<file path="config.mk">
export PLATFORM = sky130hd
export DESIGN_NAME = seq_multiplier_ctrl
export DESIGN_NICKNAME = d
export VERILOG_FILES = /design/src/rtl/seq_multiplier_ctrl_pkg.sv /design/src/rtl/n_bit_adder.sv /design/src/rtl/seq_multiplier_ctrl.sv
export SDC_FILE = /design/constraint.sdc
export NUM_CORES = 1
export LEC_CHECK = 0
export CORE_ASPECT_RATIO = 0.8
export CORE_MARGIN = 2
export CORE_UTILIZATION = 41
export CTS_CLUSTER_DIAMETER = 150
export CTS_CLUSTER_SIZE = 12
export DETAILED_ROUTE_END_ITERATION = 8
export GPL_TIMING_DRIVEN = 0
export PLACE_DENSITY_LB_ADDON = 0.15
export SYNTH_ARGS = -nofsm -noshare
export SYNTH_HDL_FRONTEND = slang
export SYNTH_SLANG_ARGS = --single-unit
</file>
<file path="constraint.sdc">
create_clock -name clk -period 4.5 [get_ports clk]
set_input_delay 1.35 -clock clk [delete_from_list [all_inputs] [get_ports clk]]
set_output_delay 1.35 -clock clk [all_outputs]
set_load 0.1 [all_outputs]
</file>
<file path="src/rtl/seq_multiplier_ctrl_pkg.sv">
// Shared definitions for the shift-add multiplier controller.
package seq_multiplier_ctrl_pkg;

  localparam int STATE_W = 2;

  typedef enum logic [STATE_W-1:0] {
    IDLE = 2'd0,
    RUN  = 2'd1,
    DONE = 2'd2
  } state_t;

endpackage

</file>
<file path="src/rtl/n_bit_adder.sv">
// Combinational N-bit ripple-carry adder; 'of' is the carry out of the top bit.
module n_bit_adder #(
  parameter int N = 4
) (
  input  logic [N-1:0] a,
  input  logic [N-1:0] b,
  input  logic         cin,
  output logic [N-1:0] out,
  output logic         of
);

  logic [N:0] carry;

  // NOTE: every output of an always_comb gets a default first, so no path can infer a latch.
  always_comb begin
    out      = '0;
    carry    = '0;
    carry[0] = cin;
    for (int i = 0; i < N; i++) begin
      out[i]       = a[i] ^ b[i] ^ carry[i];
      carry[i + 1] = (a[i] & b[i]) | (carry[i] & (a[i] ^ b[i]));
    end
    of = carry[N];
  end

endmodule

</file>
<file path="src/rtl/seq_multiplier_ctrl.sv">
// Sequential unsigned shift-add multiplier: one shared N-bit adder stepped over N cycles,
// with a start/done handshake and a registered 2N-bit product.
module seq_multiplier_ctrl
  import seq_multiplier_ctrl_pkg::*;
#(
  parameter int N = 4
) (
  input  logic           clk,
  input  logic           reset,
  input  logic           start,
  input  logic [N-1:0]   a,
  input  logic [N-1:0]   b,
  output logic           busy,
  output logic           done,
  output logic [2*N-1:0] p
);

  localparam int              CNT_W = $clog2(N + 1);
  localparam logic [CNT_W-1:0] LAST  = CNT_W'(N - 1);

  state_t           state;
  state_t           state_next;
  logic [N-1:0]     acc;
  logic [N-1:0]     mq;
  logic [N-1:0]     mcand;
  logic [N-1:0]     addend;
  logic [N-1:0]     sum;
  logic             carry;
  logic [CNT_W-1:0] cnt;
  logic             accept;
  logic             last;

  assign addend = mq[0] ? mcand : '0;
  assign accept = start && (state == IDLE || state == DONE);
  assign last   = (state == RUN) && (cnt == LAST);

  n_bit_adder #(.N(N)) u_adder (
    .a   (acc),
    .b   (addend),
    .cin (1'b0),
    .out (sum),
    .of  (carry)
  );

  // NOTE: sequential state uses non-blocking assignments so all registers update together.
  always_ff @(posedge clk) begin
    if (reset) state <= IDLE;
    else       state <= state_next;
  end

  always_comb begin
    state_next = IDLE;
    case (state)
      IDLE:    state_next = start ? RUN : IDLE;
      RUN:     state_next = last ? DONE : RUN;
      DONE:    state_next = start ? RUN : IDLE;
      default: state_next = IDLE;
    endcase
  end

  always_comb begin
    busy = (state == RUN);
    done = (state == DONE);
  end

  // The carry is shifted in at the top so acc+mcand >= 2^N is not lost.
  always_ff @(posedge clk) begin
    if (reset) begin
      acc   <= '0;
      mq    <= '0;
      mcand <= '0;
      cnt   <= '0;
      p     <= '0;
    end else if (accept) begin
      mcand <= a;
      mq    <= b;
      acc   <= '0;
      cnt   <= '0;
    end else if (state == RUN) begin
      acc <= {carry, sum[N-1:1]};
      mq  <= {sum[0], mq[N-1:1]};
      cnt <= cnt + 1'b1;
      if (last) p <= {carry, sum, mq[N-1:1]};
    end
  end

endmodule

</file>
# --- Word level (Yosys, flattened, before mapping) ---
# Index checks and enable logic that the tools add are counted.
totals:
  elab_cells: 42
  regBits: 25
op_classes:
  n_reduce_logical: 8
  n_addsub: 1
  n_mux: 6
  bitwise: 18
  eq_ne: 3
op_table:
  columns: ["operator", "n"]
  rows:
  - ["2-to-1 mux 4 bit", 3]
  - ["AND 1 bit", 7]
  - ["XOR 1 bit", 7]
  - ["case mux 2 bit (2 select lines)", 1]
  - ["OR reduction 2 bit", 2]
  - ["adder 3 x 1 -> 3 bit (second input constant)", 1]
  - ["equality test 3 x 2 -> 1 bit (second input constant)", 1]
  - ["bitwise OR 1 bit", 3]
  - ["AND reduction 3 bit", 1]
  - ["equality test 2 x 1 -> 1 bit (second input constant)", 1]
  - ["equality test 2 bit (second input constant)", 1]
  - ["logical AND 1 bit", 2]
  - ["zero test 2 bit", 1]
  - ["2-to-1 mux 2 bit", 1]
  - ["nonzero test 2 bit", 1]
  - ["logical OR 1 bit", 1]
  - ["2-to-1 mux 1 bit", 1]
  - ["NOT 1 bit", 1]

# --- Longest topological paths before layout ---
depth:
  ltp_word: 8
  depth_mapped: 9
  ltp_nobuf: 9

# --- By module ---
# Synthesis repeated with hierarchy kept, for this count alone.
unflattened:
  cells_unflattened: 132
  area_unflattened_um2: 1102.3
by_module_without_submodules:
  columns: ["mod", "area_each_um2", "n_inst", "cells_per_inst"]
  rows:
  - ["seq_multiplier_ctrl", 984.7, 1, 118]
  - ["n_bit_adder", 117.6, 1, 14]

# --- Worst setup path before layout ---
# OpenSTA, ideal clock, no wires.
synth_path:
  path_type: "register -> output"
  start: "register p[4]"
  end: "output port p[4]"
  path_stages_with_launch: 1
  setup_slack_ps: 2211
  arrival_time_ps: 939
  n_path_buf: 0
  required_ps: 3150
  cell_sequence: "dfxtp_1"
synth_lines:
  columns: ["element", "line_no", "text"]
  rows:
  - ["start, declared", "seq_multiplier_ctrl.sv:15", "output logic [2*N-1:0] p"]
  - ["start signal, assigned", "seq_multiplier_ctrl.sv:83", "if (last) p <= {carry, sum, mq[N-1:1]};"]
# No word-level cell between the ends.

# --- Worst setup path after layout ---
layout_path:
  start: "register state[0]"
  end: "output port busy"
layout_between:
  elab_chain_len: 1
layout_lines:
  columns: ["element", "line_no", "text"]
  rows:
  - ["start, declared", "seq_multiplier_ctrl.sv:21", "state_t state;"]
  - ["start signal, assigned", "seq_multiplier_ctrl.sv:48", "else state <= state_next;"]
  - ["equality test 2 x 1 -> 1 bit", "seq_multiplier_ctrl.sv:62", "busy = (state == RUN);"]
  - ["end, declared", "seq_multiplier_ctrl.sv:13", "output logic busy,"]
# Every way passes these cells.

==> metrics.txt <==
outcome finished clean; setup TNS 0 ns; fin. max-slew vios 0; Hold Fails Final Rpt 0; initial antenna violation count 0; XOR/XNOR Fraction of Synth Area less than 1%; final instance area around 0.0014 sq mm; Worst Hold Class flip-flop to flip-flop; Synth area leader dfxtp_1; Synth Register Bits 25; layout cells sized above 1 between 10% and 20%; DRC violation count after routing 0; Cells after Synth 120; Setup CP Type flip-flop to output port; register area share after synthesis 44.7%; commonest cells after routing, fill and taps aside 25 x dfxtp_1, 24 x nand2_1, 19 x clkdlybuf4s50_1, 9 x a21oi_1, 8 x nor3_1; compound-cell area share of the yosys netlist between 10% and 20%; syn_area_per_cell ~9.3 sq um; Via density 4.78; crit share post-route between 80% and 90%; CTS tree done; detailed-route wire length around 2200 um; Root Driver clkbuf_4; Die Y 50.7 um; RSZ-0062 raised after global routing false; Die X between 60 and 70 um; vias in the first global route between 800 and 900; simple-gate share of the synthesized area between 20% and 30%; Setup crit start kind flip-flop; Clk Latency, worst-skew pair 0.32 ns; IO Count 21; Slew @ Worst Pin about 0.98 ns; total power 403 uW; postcts setup bufs 0; minimum clock period 3.68 ns; Die ar. around 0.0032 sq mm; clk_skew between 0.008 and 0.009 ns; final worst slack 0.823 ns; initial DRC count 25; CORE AREA 0.00252 sq mm; Slew Limit Headroom 34.7%; Distinct cells, synth 29; Mapped Nets 137; Arr. time, crit path ~2.3 ns; commonest non-fill, non-tap cell in the layout dfxtp_1; max cap viols 0; num rows 16; # hold bufs at CTS 0; total grt overflow 0; Synth-to-Final Area Change 23.4%; detailed placer's ending HPWL ~1700 um; Detail Route Antenna Nets 0; CTS Sinks 25; Final #Nets ~160; Final Setup Violations 0; clk buf depth 2; post-cts resize count 0; max frequency 0.272 GHz; synthesized cell area roughly 0.0011 sq mm; TritonCTS Buffers 3; Critical Path RT between 3 and 4 ns; Synth Area in Adders ~8.7%; PD cells roughly 300 mW/mm^2; pin count of the biggest net entering global routing 14; port bufs 19; CTS clk-pin slew, worst paths roughly 0.13 ns; fill count between 200 and 300; Syn. warnings 0; DP Area around 0.0014 sq mm; Yosys top cell area share roughly 45%; drt pass-1 iters 4; total global-route track usage between 10% and 20%; DR vias 856; crit path max fanout 10; number of H-tree levels 1; pre-CTS WS between 1 and 1.5 ns; Ant. Diodes 0; largest family of logic cells by synthesized area simple AND/OR/NAND/NOR gates; endpoint type of the worst setup path output port; P_leak about 0.5 nW; starting density of the core 44.3%; Routability Congestion 0.739; DR WL/cell about 12 um; maximum vdd drop about 0.00019 V; largest cells by area after synthesis dfxtp_1 45%, nand2_1 8.1%, fa_1 5.4%; mux contribution to synthesized area 0%; global-route wire length before repair between 3000 and 4000 um
## cells in the mapped netlist, drive strengths merged
cell type / count
a21oi: 11
nor2: 10
o21a: 1
nor2b: 1
inv: 7
nand3b: 1
ha: 3
and2b: 1
clkbuf: 1
and2: 2
nand2b: 3
a211oi: 7
xnor2: 1
fa: 3
buf: 6
and3b: 1
nand2: 24
o22ai: 4
dfxtp: 25
nor3: 8
## power by group
group / leakage (nW) / internal, mW / switching, mW
clock: 0.0150 / 0.0347 / 0.0654
combinational: 0.271 / 0.0295 / 0.0350
sequential: 0.204 / 0.231 / 0.00729
## kinds of logic after synthesis
family,count (synthesis)
compound gates,23
xor+xnor,1
fa+ha+maj,6
buf+inv,14
flops,25
simple gates,51
## routing by layer
| layer | GRT usage [%] | up-vias | wire length (um) |
|---|---|---|---|
| li1 | - | 443 | - |
| met1 | 19.1 | 392 | 1060 |
| met2 | 25.4 | 19 | 979 |
| met3 | 4.93 | 2 | 102 |
| met4 | 2.96 | 0 | 14 |
| met5 | 0 | - | 0 |
## through the flow
| step | instances | util [%] | hold WS [ns] |
|---|---|---|---|
| final | 179 | 54.7 | 0.465 |
| after global placement | 175 | 53.7 | 0.437 |
| after floorplan | 120 | - | 0.432 |
| after detailed placement | 175 | 53.7 | 0.448 |
| after global routing | 179 | 54.7 | 0.490 |
| after CTS | 179 | 54.7 | 0.466 |
## state kept, by name, indices dropped and copies added (netlist names)
name,cells
acc,4
cnt,3
mcand,4
mq,4
p,8
state,2
## worst max-delay path: stages, from the launching register on
cell	delay, ns
dfxtp_1	0.42
nand2b_1	0.09
buf_6	0.15
inv_6	0.08
buf_12	0.14
clkdlybuf4s50_1	1.13
## area by class of cell
type / count / area [sq um] / share of cell area, %
plain buffers: 7 / 62.6 / 4.53
clock buffers: 4 / 26.3 / 1.90
inverters: 7 / 31.3 / 2.27
multi-input cells: 81 / 524 / 38.0
flip-flops and latches: 25 / 500 / 36.3
well taps: 36 / 45.0 / 3.26
repair buffers: 19 / 190 / 13.8
## final timing paths
kind / from / endpoint / slack, ns / depth (start not counted)
hold / removal: p[2] / p[2] / 0.47 / 2
hold reg to reg: p[2] / p[2] / 0.47 / 2
setup / recovery: state[0] / busy / 0.82 / 5
setup reg to reg: mq[0] / p[6] / 2.39 / 9
Note: power is estimated with default switching activity, not from simulation.
